<file path="config.mk">
export PLATFORM = sky130hd
export DESIGN_NAME = pipe_ctrl_decode
export DESIGN_NICKNAME = d
export VERILOG_FILES = /design/src/rtl/cpu_ctrl_pkg.sv /design/src/rtl/pipe_ctrl_decode_muldiv_seq.sv /design/src/rtl/pipe_ctrl_decode.sv
export SDC_FILE = /design/constraint.sdc
export NUM_CORES = 1
export LEC_CHECK = 0
export ABC_AREA = 0
export ABC_CLOCK_PERIOD_IN_PS = 3350
export BUFFER_PORTS_ARGS = -buffer_cell sky130_fd_sc_hd__buf_2
export CAP_MARGIN = 15
export CORE_UTILIZATION = 50
export DETAILED_ROUTE_END_ITERATION = 8
export PLACE_DENSITY_LB_ADDON = 0.12
export SETUP_SLACK_MARGIN = 0.15
export SLEW_MARGIN = 25
export SYNTH_ARGS = -nofsm -noshare
export SYNTH_HDL_FRONTEND = slang
export SYNTH_SLANG_ARGS = --single-unit
</file>
<file path="constraint.sdc">
create_clock -name clk -period 3.35 [get_ports clk]
set_input_delay 0.67 -clock clk [delete_from_list [all_inputs] [get_ports clk]]
set_output_delay 0.67 -clock clk [all_outputs]
set_load 0.03 [all_outputs]
</file>
<file path="src/rtl/cpu_ctrl_pkg.sv">
// Shared control definitions for the pipelined MIPS core.
// Opcodes, ALU op encoding and the control word carried down the pipe.
package cpu_ctrl_pkg;

  localparam logic [5:0] OP_RTYPE = 6'b000000;
  localparam logic [5:0] OP_ADDI  = 6'b001000;
  localparam logic [5:0] OP_ANDI  = 6'b001100;
  localparam logic [5:0] OP_ORI   = 6'b001101;
  localparam logic [5:0] OP_SLTI  = 6'b001010;
  localparam logic [5:0] OP_LW    = 6'b100011;
  localparam logic [5:0] OP_SW    = 6'b101011;
  localparam logic [5:0] OP_BEQ   = 6'b000100;
  localparam logic [5:0] OP_BNE   = 6'b000101;
  localparam logic [5:0] OP_J     = 6'b000010;
  localparam logic [5:0] OP_NOP   = 6'b111111;

  localparam logic [5:0] FN_ADD  = 6'b100000;
  localparam logic [5:0] FN_SUB  = 6'b100010;
  localparam logic [5:0] FN_AND  = 6'b100100;
  localparam logic [5:0] FN_OR   = 6'b100101;
  localparam logic [5:0] FN_SLT  = 6'b101010;
  localparam logic [5:0] FN_MULT = 6'b011000;
  localparam logic [5:0] FN_DIV  = 6'b011010;
  localparam logic [5:0] FN_MFHI = 6'b010000;
  localparam logic [5:0] FN_MFLO = 6'b010010;

  typedef enum logic [3:0] {
    ALU_ADD  = 4'b0000,
    ALU_SUB  = 4'b0001,
    ALU_AND  = 4'b0010,
    ALU_OR   = 4'b0011,
    ALU_SLT  = 4'b0111,
    ALU_MULT = 4'b1000,
    ALU_DIV  = 4'b1001
  } alu_op_e;

  typedef enum logic {
    MD_IDLE = 1'b0,
    MD_BUSY = 1'b1
  } md_state_e;

  typedef struct packed {
    logic    reg_dst;
    logic    jump;
    logic    alu_src;
    logic    mem_read;
    logic    mem_write;
    logic    reg_write;
    logic    beq;
    logic    bne;
    logic    illegal;
    alu_op_e alu_op;
  } ctrl_word_t;

  localparam ctrl_word_t CTRL_ZERO = '0;

  function automatic logic is_muldiv(
    input logic [5:0] op,
    input logic [5:0] fn
  );
    return (op == OP_RTYPE) &&
           ((fn == FN_MULT) || (fn == FN_DIV));
  endfunction

  // Anything that writes or reads HI/LO must wait for the unit.
  function automatic logic uses_hilo(
    input logic [5:0] op,
    input logic [5:0] fn
  );
    return is_muldiv(op, fn) ||
           ((op == OP_RTYPE) &&
            ((fn == FN_MFHI) || (fn == FN_MFLO)));
  endfunction

endpackage

</file>
<file path="src/rtl/pipe_ctrl_decode_muldiv_seq.sv">
// IDLE/BUSY sequencer for the multi-cycle multiplier/divider.
// Counts down MULDIV_LAT busy cycles after each accepted launch.
module muldiv_seq
  import cpu_ctrl_pkg::*;
#(
  parameter int MULDIV_LAT = 8
) (
  input  logic clk,
  input  logic rst_n,
  input  logic start,
  output logic busy,
  output logic start_pulse
);

  localparam int CW = $clog2(MULDIV_LAT + 1);
  localparam logic [CW-1:0] CNT_LOAD = CW'(MULDIV_LAT - 1);

  md_state_e       state;
  md_state_e       state_nx;
  logic [CW-1:0]   cnt;
  logic [CW-1:0]   cnt_nx;
  logic            pulse_nx;

  always_ff @(posedge clk or negedge rst_n) begin
    if (!rst_n) begin
      state       <= MD_IDLE;
      cnt         <= '0;
      start_pulse <= 1'b0;
    end else begin
      state       <= state_nx;
      cnt         <= cnt_nx;
      start_pulse <= pulse_nx;
    end
  end

  always_comb begin
    state_nx = state;
    cnt_nx   = cnt;
    pulse_nx = 1'b0;
    unique case (state)
      MD_IDLE: begin
        if (start) begin
          state_nx = MD_BUSY;
          cnt_nx   = CNT_LOAD;
          pulse_nx = 1'b1;
        end
      end
      MD_BUSY: begin
        if (cnt == '0) begin
          state_nx = MD_IDLE;
        end else begin
          cnt_nx = cnt - 1'b1;
        end
      end
      default: state_nx = MD_IDLE;
    endcase
  end

  always_comb begin
    busy = (state == MD_BUSY);
  end

endmodule

</file>
<file path="src/rtl/pipe_ctrl_decode.sv">
// ID-stage control decode and ID/EX control register.
// Also launches MULT/DIV and holds IF/ID while HI/LO is pending.
module pipe_ctrl_decode
  import cpu_ctrl_pkg::*;
#(
  parameter int ALU_OP_W   = 4,
  parameter int MULDIV_LAT = 8
) (
  input  logic                clk,
  input  logic                rst_n,
  input  logic                id_valid,
  input  logic [5:0]          opcode,
  input  logic [5:0]          funct,
  input  logic                stall_in,
  input  logic                flush,
  output logic                id_stall,
  output logic                ex_valid,
  output logic                ex_reg_dst,
  output logic                ex_jump,
  output logic                ex_alu_src,
  output logic                ex_mem_read,
  output logic                ex_mem_write,
  output logic                ex_reg_write,
  output logic                ex_beq,
  output logic                ex_bne,
  output logic                ex_illegal,
  output logic [ALU_OP_W-1:0] ex_alu_op,
  output logic                md_start,
  output logic                md_busy
);

  function automatic ctrl_word_t decode(
    input logic [5:0] op,
    input logic [5:0] fn
  );
    ctrl_word_t w;
    w = CTRL_ZERO;
    unique case (1'b1)
      op == OP_RTYPE: begin
        w.reg_dst   = 1'b1;
        w.reg_write = 1'b1;
        unique case (1'b1)
          fn == FN_ADD,
          fn == FN_MFHI,
          fn == FN_MFLO: w.alu_op = ALU_ADD;
          fn == FN_SUB:  w.alu_op = ALU_SUB;
          fn == FN_AND:  w.alu_op = ALU_AND;
          fn == FN_OR:   w.alu_op = ALU_OR;
          fn == FN_SLT:  w.alu_op = ALU_SLT;
          fn == FN_MULT: begin
            w.alu_op    = ALU_MULT;
            w.reg_write = 1'b0;
          end
          fn == FN_DIV: begin
            w.alu_op    = ALU_DIV;
            w.reg_write = 1'b0;
          end
          default: begin
            w         = CTRL_ZERO;
            w.illegal = 1'b1;
          end
        endcase
      end
      op == OP_ADDI: begin
        w.alu_src   = 1'b1;
        w.reg_write = 1'b1;
      end
      op == OP_ANDI: begin
        w.alu_op    = ALU_AND;
        w.alu_src   = 1'b1;
        w.reg_write = 1'b1;
      end
      op == OP_ORI: begin
        w.alu_op    = ALU_OR;
        w.alu_src   = 1'b1;
        w.reg_write = 1'b1;
      end
      op == OP_SLTI: begin
        w.alu_op    = ALU_SLT;
        w.alu_src   = 1'b1;
        w.reg_write = 1'b1;
      end
      op == OP_LW: begin
        w.alu_src   = 1'b1;
        w.mem_read  = 1'b1;
        w.reg_write = 1'b1;
      end
      op == OP_SW: begin
        w.alu_src   = 1'b1;
        w.mem_write = 1'b1;
      end
      op == OP_BEQ: begin
        w.alu_op = ALU_SUB;
        w.beq    = 1'b1;
      end
      op == OP_BNE: begin
        w.alu_op = ALU_SUB;
        w.bne    = 1'b1;
      end
      op == OP_J:   w.jump = 1'b1;
      op == OP_NOP: w = CTRL_ZERO;
      default:      w.illegal = 1'b1;
    endcase
    return w;
  endfunction

  ctrl_word_t dec;
  ctrl_word_t ex_q;
  logic       load;
  logic       md_go;

  assign dec      = decode(opcode, funct);
  assign id_stall = id_valid & md_busy & uses_hilo(opcode, funct);
  assign load     = ~flush & ~stall_in & ~id_stall;
  assign md_go    = load & id_valid & is_muldiv(opcode, funct);

  always_ff @(posedge clk or negedge rst_n) begin
    if (!rst_n) begin
      ex_valid <= 1'b0;
      ex_q     <= CTRL_ZERO;
    end else if (flush) begin
      ex_valid <= 1'b0;
      ex_q     <= CTRL_ZERO;
    end else if (!stall_in) begin
      if (id_stall) begin
        ex_valid <= 1'b0;
        ex_q     <= CTRL_ZERO;
      end else begin
        ex_valid <= id_valid;
        ex_q     <= dec;
      end
    end
  end

  muldiv_seq #(
    .MULDIV_LAT (MULDIV_LAT)
  ) u_muldiv_seq (
    .clk         (clk),
    .rst_n       (rst_n),
    .start       (md_go),
    .busy        (md_busy),
    .start_pulse (md_start)
  );

  assign ex_reg_dst   = ex_q.reg_dst;
  assign ex_jump      = ex_q.jump;
  assign ex_alu_src   = ex_q.alu_src;
  assign ex_mem_read  = ex_q.mem_read;
  assign ex_mem_write = ex_q.mem_write;
  assign ex_reg_write = ex_q.reg_write;
  assign ex_beq       = ex_q.beq;
  assign ex_bne       = ex_q.bne;
  assign ex_illegal   = ex_q.illegal;
  assign ex_alu_op    = ALU_OP_W'(ex_q.alu_op);

endmodule

</file>
==> results of run 1 <==
stage by stage:
step / cells / worst slack [ns] / hold WS (ns)
2_1_floorplan: 136 / 0.9116 / 0.3744
3_3_place_gp: 192 / 0.8546 / 0.4584
3_5_place_dp: 192 / 0.8165 / 0.4695
4_1_cts: 196 / 0.8224 / 0.3041
5_1_grt: 196 / 0.6957 / 0.3225
6_report: 196 / 0.8136 / 0.2896
cells by family (layout without fill, tap and decap cells):
group / count (synthesis) / in the layout / share of synthesized area (%)
simple gates: 54 / 54 / 25.88
compound gates: 42 / 42 / 24.68
flops: 20 / 20 / 40.12
buf+inv: 16 / 48 / 5.516
fa+ha+maj: 2 / 2 / 2.006
xor+xnor: 1 / 1 / 0.7022
mux: 1 / 1 / 1.103
worst max path at each step:
| stage | from | to | slack (ns) | depth (start not counted) |
|---|---|---|---|---|
| global route | opcode[4] | id_stall | 0.70 | 5 |
| global placement | opcode[4] | id_stall | 0.85 | 5 |
| floorplan | opcode[4] | id_stall | 0.91 | 4 |
| CTS | opcode[4] | id_stall | 0.82 | 5 |
| detailed placement | opcode[4] | id_stall | 0.82 | 5 |
| finish | opcode[4] | id_stall | 0.81 | 5 |
power by group through the flow:
stage / Clock, uW / Combinational [uW] / Sequential [uW]
2_1_floorplan: 0 / 41.3 / 257
3_3_place_gp: 0 / 74.9 / 252
3_5_place_dp: 0 / 78.0 / 252
4_1_cts: 203 / 78.2 / 247
5_1_grt: 209 / 86.1 / 248
6_report: 200 / 78.3 / 247
critical path, delay by kind of cell:
family	cells	cell delay, ns
and+or+nand+nor	3	0.82
buffers and inverters	2	0.37
per-layer routing:
metal	vias to the layer above	track usage, %
met5	-	0
met4	0	6.757
met3	4	4.386
met2	36	38.03
met1	551	34.94
li1	575	-
layout by cell type, fill, tap and decap left out, types with 2 or more instances in the layout:
master and count:
a211o_1 2, a21oi_1 11, a22o_1 2, a31oi_1 3
a32o_1 4, buf_2 33, clkbuf_4 3, dfrtp_1 20
ha_1 2, inv_1 10, nand2_1 14, nand2b_1 2
nand3_1 3, nor2_1 10, nor2b_1 2, nor3_1 3
o21ai_0 3, o22ai_1 2, o41ai_1 3, or2_2 4
final cells by class:
class	instances	area [um^2]	area share [%]
tap	28	35.03	2.379
clock buffer	3	22.52	1.529
clock inverter	1	30.03	2.039
multi-input combinational	100	678.2	46.05
timing repair buffer	33	165.2	11.21
inverter	11	41.29	2.804
sequential	20	500.5	33.98
==> key figures, run 1 <==
Run status
  • Outcome: complete, no violations

Yosys
  • Count leader, synth: dfrtp_1
  • Post-Syn Instances: 136
  • Net Count, Synth: ~160
  • Top cell type by total area after synthesis: dfrtp_1
  • Top cells by area, synth: dfrtp_1, a21oi_1, nand2_1, a32o_1, inv_1
  • Synthesized area per cell: 9.172 um^2
  • Unique masters post-synth: 52
  • Number of synthesized register bits: 20
  • Synthesized area: about 0.0012 mm^2
  • Synth Warn #: 0
  • Fraction of registers with async set/reset: 100.0%
  • Most instantiated cells after synthesis: dfrtp_1, nand2_1, a21oi_1
  • Ys flop type: dfrtp_1
  • EDFF count, synth: 0
  • Top-area cell type share of the netlist area: between 40% and 50%
  • Register area share after synthesis: approximately two fifths

Worst setup path
  • Critical path launch point type: primary input
  • RR Endpoint: u_muldiv_seq.cnt[2]
  • Crit-path cells: buf_2 > nor4_2 > nand2_1 > nor2_1 > buf_2
  • Critical R2R Launch: u_muldiv_seq.cnt[0]
  • Critical path type: primary input to output port
  • Critical-path top delay cell: nor4_2
  • Endpoint class of the critical path: output port
  • Crit Path Max Fanout: 10
  • Most numerous cell on the critical path: buf_2
  • Reg-to-reg setup timing slack: 1.74 ns
  • Worst EP arrival: between 1.5 and 2 ns
  • Worst Path Required: approximately 2.7 ns
  • Cells on worst reg2reg path: 7
  • Crit path largest cell delay: roughly 0.52 ns

Final layout
  • Nets: between 150 and 200
  • Synth-to-layout area growth: 18.05%
  • Finished Cell Area: roughly 0.0015 mm^2
  • Share of cells above drive strength 1: a little under a third
  • Fillers: about 210
  • Utilization after layout: 64.71%
  • Inserted Diodes: 0

Route
  • Initial drt markers: 35
  • Routed vias/inst: 5.949
  • Met3 WL: between 150 and 200 um
  • Drt wl/cell: 15.10 um
  • Wl on met1: ~1.4 mm
  • Final ANT Viol Nets: 0
  • Metal2 WL: 1.369 mm
  • # DRC: 0
  • Router iterations before antenna repair: 4
  • Via Count: between 1000 and 1500
  • Drt total wl: around 3.0 mm
  • Top routing layer used: met4

Timing
  • Relative slew margins: about half
  • Final setup violation count: 0
  • Clock Skews: ~0.0075 ns
  • Fin Setup TNS: 0 ns
  • Final hold vios: 0
  • Tightest Pin Transition: about 0.73 ns
  • Fmax: a little under 400 MHz
  • Max-slew violation count: 0
  • RSZ-0062 raised after global routing: no
  • Fin crit period: ~2.5 ns
  • Final period utilization: between 70% and 80%

Placement
  • Routability congestion estimate from global placement: just under 0.9
  • HPWL after DPL: between 2 and 2.5 mm
  • PortBufs: 33
  • Cell Area, Placed: approximately 0.0014 mm^2

Power and ir drop
  • Pleak: approximately 0.0007 uW
  • Switch share: around 26%
  • Final total power: approximately 530 uW
  • Internal Power: a little under 400 uW
  • Worst IR Drop VDD: about 0.00025 V
  • Net Sw Power: around 130 uW
  • Sequential Power Share: 47.0%
  • PwrDens: about 360 mW/mm^2
  • Comb pwr share: roughly 15%
  • Clock share of power: between 30% and 40%

Floorplan
  • Die area: roughly 0.0027 mm^2
  • Die height: between 50 and 60 um
  • # IOs: 34
  • Die X: 51.95 um
  • Number of placement rows: 17
  • Core footprint: 0.002276 mm^2
  • Initial core utilization: 54.81%

Worst hold path
  • HP Class: primary input to asynchronous set/reset pin

Global routing
  • Largest net degree at the start of global routing: 21
  • First-pass GRT wire length: 4.871 mm
  • Number of global-route vias before repair: around 1000
  • Initial antenna violation count: 0
  • Grt total ovfl: 0
  • GRT Total Usage: 24.58%

CTS
  • CTS tree: built
  • Root buffer cell: clkbuf_4
  • Sink Count: 20
  • Htree depth: 1
  • Clock transition at path regs: approximately 0.13 ns
  • CTS resizes: 0
  • CTS Buffer Depth: 2
  • Cts bufs inserted: 3
  • Clk Latency, worst-skew pair: about 0.30 ns
  • Post-CTS Hold Buffers: 0
  • Postcts setup bufs: 0

Run
  • MaxCap Viol Count: 0
Note: power is estimated with default switching activity, not from simulation.
==> run 2, diff against run 1 <==
--- a/config.mk
+++ b/config.mk
@@ -6,10 +6,10 @@
 export NUM_CORES = 1
 export LEC_CHECK = 0
 export ABC_AREA = 0
-export ABC_CLOCK_PERIOD_IN_PS = 3350
+export ABC_CLOCK_PERIOD_IN_PS = 2300
 export BUFFER_PORTS_ARGS = -buffer_cell sky130_fd_sc_hd__buf_2
 export CAP_MARGIN = 15
-export CORE_UTILIZATION = 50
+export CORE_UTILIZATION = 46
 export DETAILED_ROUTE_END_ITERATION = 8
 export PLACE_DENSITY_LB_ADDON = 0.12
 export SETUP_SLACK_MARGIN = 0.15
==> constraint.sdc (replaced) <==
create_clock -name clk -period 2.3 [get_ports clk]
set_input_delay 0.46 -clock clk [delete_from_list [all_inputs] [get_ports clk]]
set_output_delay 0.46 -clock clk [all_outputs]
set_load 0.03 [all_outputs]
==> key figures, run 2 (synthesis results as in run 1) <==
Final layout
  • Most frequent cells in the layout: buf_2, dfrtp_1, nand2_1
  • Inserted Diodes: 0 (unchanged)
  • Utilization after layout: 58.48% (-6.2 points)
  • Fillers: 247 (+19%)
  • Nets: 192 (+2.1%)
  • Synth-to-layout area growth: 18.25%
  • Share of cells above drive strength 1: 31.58% (+1.2 points)
  • Multi-input logic area: 678.2 um^2 (unchanged)
  • Area occupied by registers: 500.5 um^2 (unchanged)
  • Commonest non-fill, non-tap cell in the layout: buf_2

Floorplan
  • Core footprint: 0.002522 mm^2 (+11%)
  • Die height: 54.08 um (+4.1%)
  • Die X: 54.08 um (+4.1%)
  • Initial core utilization: 49.45% (-5.4 points)
  • Die area: 0.002924 mm^2 (+8.3%)
  • Number of placement rows: 18 (+1)
  • # IOs: 34 (unchanged)

Timing
  • Fin crit period: approximately 1.9 ns
  • Fin Setup TNS: 0 ns (unchanged)
  • Final period utilization: approximately 85%
  • RSZ-0062 raised after global routing: no
  • Max-slew violation count: 0 (unchanged)
  • Clock Skews: 0.002427 ns (-0.005059 ns)
  • Tightest Pin Transition: 0.4646 ns (-0.2631 ns)
  • Fmax: just over 500 MHz
  • Relative slew margins: 68.97% (+18 points)
  • Final hold vios: 0 (unchanged)
  • Final setup violation count: 0 (unchanged)

CTS
  • Post-CTS Hold Buffers: 0 (unchanged)
  • Sink Count: 20 (unchanged)
  • Htree depth: 1 (unchanged)
  • Postcts setup bufs: 0 (unchanged)
  • Clock transition at path regs: 0.11 ns (-0.02 ns)
  • Clk Latency, worst-skew pair: 0.30 ns (about the same)
  • CTS resizes: 0 (unchanged)
  • CTS tree: built
  • Root buffer cell: clkbuf_4
  • CTS Buffer Depth: 2 (unchanged)
  • Cts bufs inserted: 3 (unchanged)

Global routing
  • Number of global-route vias before repair: 1091 (+4.2%)
  • Initial antenna violation count: 0 (unchanged)
  • GRT Total Usage: 23.44% (-1.1 points)
  • Grt total ovfl: 0 (unchanged)
  • First-pass GRT wire length: 4.843 mm (-0.57%)
  • Largest net degree at the start of global routing: 21 (unchanged)

Route
  • Router iterations before antenna repair: 4 (unchanged)
  • Drt wl/cell: 15.28 um (+1.2%)
  • Initial drt markers: 24 (-31%)
  • Via Count: 1180 (+1.2%)
  • Final ANT Viol Nets: 0 (unchanged)
  • Drt total wl: 3.072 mm (+3.8%)
  • Routed vias/inst: 5.871 (-1.3%)
  • # DRC: 0 (unchanged)

Power and ir drop
  • Internal Power: 458.6 uW (+17%)
  • Pleak: 0.0007044 uW (+0.89%)
  • Clock share of power: 25.8% (-12 points)
  • Sequential Power Share: 56.0% (+9.0 points)
  • Worst IR Drop VDD: 0.0003247 V (+28%)
  • PwrDens: 436.1 mW/mm^2 (+22%)
  • Net Sw Power: 184.7 uW (+38%)
  • Comb pwr share: 18.2% (+3.3 points)
  • Switch share: 28.72% (+3.2 points)

Worst setup path
  • Crit Path Max Fanout: 10 (unchanged)
  • Critical path launch point type: primary input
  • Endpoint class of the critical path: output port
  • Worst Path Required: 1.84 ns (-0.84 ns)
  • Critical path type: primary input to output port
  • Worst EP arrival: 1.49 ns (-0.38 ns)
  • Crit path buf inv count: 3 (+1)
  • Critical-path top delay cell: nor4_2
  • Most numerous cell on the critical path: buf_2
  • Delay-heaviest family, CP: buffers and inverters
  • Crit-path cells: buf_2 > nor4_2 > buf_4 > nand2_1 > nor2_1 > buf_2
  • Crit path largest cell delay: 0.27 ns (-0.25 ns)

Placement
  • Routability congestion estimate from global placement: 0.8725 (-0.95%)
  • HPWL after DPL: 2.327 mm (+5.4%)
  • PortBufs: 33 (unchanged)

Run status
  • Outcome: complete, no violations

Run
  • MaxCap Viol Count: 0 (unchanged)

Worst hold path
  • HP Class: primary input to asynchronous set/reset pin
==> run 2: cell count changes in the layout (fill, tap and decap cells not counted) <==
cell / before / now
buf_4: 0 / 4
bufinv_16: 1 / 0
==> run 2: routing by layer <==
metal	share of wire, %	global-route usage, %
met5	0	0
met2	47	36.83
met1	49	32.64
met3	3.0	2.825
met4	1.0	8.974
==> run 2: path summary, 6_finish.rpt <==
check	to	startpoint	slack, ns	cells after the start
setup reg to reg	u_muldiv_seq.cnt[2]	u_muldiv_seq.cnt[0]	0.67	7
hold / removal	ex_alu_op[0]	rst_n	0.09	1
min in group clk	ex_reg_dst	flush	0.42	2
max in group asynchronous	u_muldiv_seq.busy	rst_n	1.89	1
hold reg to reg	ex_mem_read	ex_mem_read	0.49	2
setup / recovery	id_stall	opcode[4]	0.35	6
==> run 2: cell type report <==
class	count	share of cell area [%]
repair buffers	37	13.23
flip-flops and latches	20	33.93
inverters	11	2.799
well taps	30	2.545
multi-input cells	100	45.97
clock buffers	3	1.527
==> run 2: power groups by stage <==
stage	sequential (uW)	clock [uW]	combinational, uW
floorplan	374	0	60.1
global placement	367	0	115
detailed placement	367	0	118
CTS	360	173	118
global route	361	181	132
finish	360	166	117
==> run 2: per-stage QoR <==
stage | worst slack [ns] | area, um^2 | cells | total power [uW] | hold WS [ns]
final | 0.3541 | 1475 | 201 | 643.3 | 0.09023
after global routing | 0.2921 | 1475 | 201 | 673.5 | 0.1304
after detailed placement | 0.1538 | 1453 | 198 | 484.6 | 0.4427
after floorplan | 0.2816 | 1247 | 136 | 434.6 | 0.1644
after CTS | 0.3412 | 1475 | 201 | 651.7 | 0.1045
after global placement | 0.2283 | 1453 | 198 | 481.7 | 0.4338
==> run 3, diff against run 2 <==
--- a/config.mk
+++ b/config.mk
@@ -6,10 +6,10 @@
 export NUM_CORES = 1
 export LEC_CHECK = 0
 export ABC_AREA = 0
-export ABC_CLOCK_PERIOD_IN_PS = 2300
+export ABC_CLOCK_PERIOD_IN_PS = 1920
 export BUFFER_PORTS_ARGS = -buffer_cell sky130_fd_sc_hd__buf_2
 export CAP_MARGIN = 15
-export CORE_UTILIZATION = 46
+export CORE_UTILIZATION = 50
 export DETAILED_ROUTE_END_ITERATION = 8
 export PLACE_DENSITY_LB_ADDON = 0.12
 export SETUP_SLACK_MARGIN = 0.15
==> constraint.sdc (replaced) <==
create_clock -name clk -period 1.92 [get_ports clk]
set_input_delay 0.384 -clock clk [delete_from_list [all_inputs] [get_ports clk]]
set_output_delay 0.384 -clock clk [all_outputs]
set_load 0.03 [all_outputs]
==> key figures, run 3 (synthesis results as in run 1) <==
Route
  • Via Count: 1249 (+5.8%)
  • Routed vias/inst: 5.864 (-0.12%)
  • # DRC: 0 (unchanged)
  • Drt total wl: 3.155 mm (+2.7%)
  • Initial drt markers: 38 (+58%)
  • Final ANT Viol Nets: 0 (unchanged)
  • Drt wl/cell: 14.81 um (-3.1%)
  • Router iterations before antenna repair: 4 (unchanged)

Placement
  • HPWL after DPL: 2.332 mm (+0.23%)
  • Routability congestion estimate from global placement: 0.8355 (-4.2%)
  • PortBufs: 33 (unchanged)
  • Cell Area, Placed: 0.001531 mm^2 (+5.4%)

Floorplan
  • Number of placement rows: 17 (-1)
  • Die X: 51.95 um (-3.9%)
  • Core footprint: 0.002276 mm^2 (-9.8%)
  • Initial core utilization: 54.81% (+5.4 points)
  • Die height: 51.95 um (-3.9%)
  • # IOs: 34 (unchanged)
  • Die area: 0.002699 mm^2 (-7.7%)

Worst setup path
  • Critical path launch point type: primary input
  • Crit Path Max Fanout: 5 (-5)
  • Critical path type: primary input to output port
  • Worst EP arrival: 1.32 ns (-0.17 ns)
  • Endpoint class of the critical path: output port
  • Worst Path Required: 1.54 ns (-0.30 ns)

Final layout
  • Most frequent cells in the layout: buf_2, dfrtp_1, buf_4
  • Share of cells above drive strength 1: 37.84% (+6.3 points)
  • Commonest non-fill, non-tap cell in the layout: buf_2
  • Nets: 205 (+6.8%)
  • Synth-to-layout area growth: 29.29%
  • Finished Cell Area: 0.001613 mm^2 (+9.3%)
  • Inserted Diodes: 0 (unchanged)

Global routing
  • First-pass GRT wire length: 4.981 mm (+2.8%)
  • Initial antenna violation count: 0 (unchanged)
  • Largest net degree at the start of global routing: 21 (unchanged)
  • GRT busiest layer: met2
  • GRT Total Usage: 24.78% (+1.3 points)
  • M2 GR Usage: 42.09% (+5.3 points)
  • Grt met3 use: 3.216% (+0.39 points)
  • Grt total ovfl: 0 (unchanged)
  • Number of global-route vias before repair: 1172 (+7.4%)
  • Met1 Track Usage GR: 32.35% (-0.29 points)

Run
  • MaxCap Viol Count: 0 (unchanged)

CTS
  • CTS Buffer Depth: 2 (unchanged)
  • Post-CTS Hold Buffers: 0 (unchanged)
  • Sink Count: 20 (unchanged)
  • Root buffer cell: clkbuf_4
  • CTS tree: built
  • Htree depth: 1 (unchanged)
  • Clk Latency, worst-skew pair: 0.32 ns (+0.02 ns)
  • Clock transition at path regs: 0.13 ns (+0.02 ns)
  • Cts bufs inserted: 3 (unchanged)

Timing
  • Fmax: 587.7 MHz
  • Clock Skews: 0.007504 ns (+0.005078 ns)
  • RSZ-0062 raised after global routing: no
  • Tightest Pin Transition: 0.4705 ns (+0.005899 ns)
  • Final setup violation count: 0 (unchanged)
  • Final period utilization: around nine tenths
  • Hold_ws: 0.001045 ns (-0.08918 ns)
  • Relative slew margins: 68.64% (-0.33 points)
  • Fin crit period: 1.701 ns
  • Final hold vios: 0 (unchanged)
  • Max-slew violation count: 0 (unchanged)

Power and ir drop
  • Pleak: 0.0007822 uW (+11%)
  • PwrDens: 587.5 mW/mm^2 (+35%)
  • Worst IR Drop VDD: 0.0004174 V (+29%)

Run status
  • Outcome: complete, no violations

Worst hold path
  • HP Class: primary input to asynchronous set/reset pin
-- run 3: changes by cell type in the layout (fill, tap and decap cells not counted) --
cell       delta
buf_4        +13
nor2_2        +1
nor2_1        -1
bufinv_16     +1
buf_2         -1
o21ai_2       +1
buf_6         +1
o21ai_1       -1
-- run 3: cell type report --
| class | instances | area, um^2 |
|---|---|---|
| sequential | 20 | 500.5 |
| inverter | 11 | 41.29 |
| multi-input combinational | 100 | 684.4 |
| tap | 28 | 35.03 |
| fill | 186 | 663.1 |
| clock buffer | 3 | 22.52 |
| clock inverter | 1 | 30.03 |
| timing repair buffer | 50 | 299.0 |
-- run 3: what timing repair did --
item                                    4_1_cts  5_1_grt
endpoints found under the setup margin        1        1
pin swaps                                     0        2
resized for setup                             1        1
buffers inserted                              0        3
-- run 3: worst paths after layout --
path	startpoint	endpoint	slack, ns	cells after the start
min reg2reg	ex_mem_read	ex_mem_read	0.48	2
min	rst_n	ex_bne	0.001	1
max	opcode[2]	id_stall	0.22	7
min in group clk	flush	ex_mem_write	0.32	2
max in group asynchronous	rst_n	ex_reg_dst	1.59	1
max reg2reg	u_muldiv_seq.cnt[0]	u_muldiv_seq.cnt[2]	0.29	7
-- run 3: critical path, cell delays in order --
cell     delay [ns]
buf_2          0.13
buf_4          0.14
nor4_2         0.12
buf_4          0.17
nand2_1        0.10
nor2_2         0.13
buf_6          0.15
-- run 3: layer usage --
layer  wire (um)  share of wire (%)  vias to the layer above
li1            -                  -                      608
met1        1415                 45                      595
met2        1547                 49                       42
met3         165                5.2                        4
met4          27               0.86                        0
met5           0                  0                        -
-- run 3: stage by stage --
step                      TNS (ns)  cells  worst slack (ns)  utilization, %  total power, uW
after global routing             0    213            0.1558           70.86            975.6
after floorplan                  0    136            0.1310               -            521.1
after CTS                        0    210            0.1771           69.71            949.2
after detailed placement  -0.02815    206          -0.01644           67.29            594.5
after global placement           0    206           0.02403           67.29            590.6
final                            0    213            0.2185           70.86            947.4
-- run 3: power breakdown --
group          leakage, uW  switching (uW)  total (uW)  internal, uW
logic             0.000492            97.2         158          60.8
clock network    0.0000279             147         358           211
registers         0.000262            3.80         432           428
total             0.000782             248         947           700
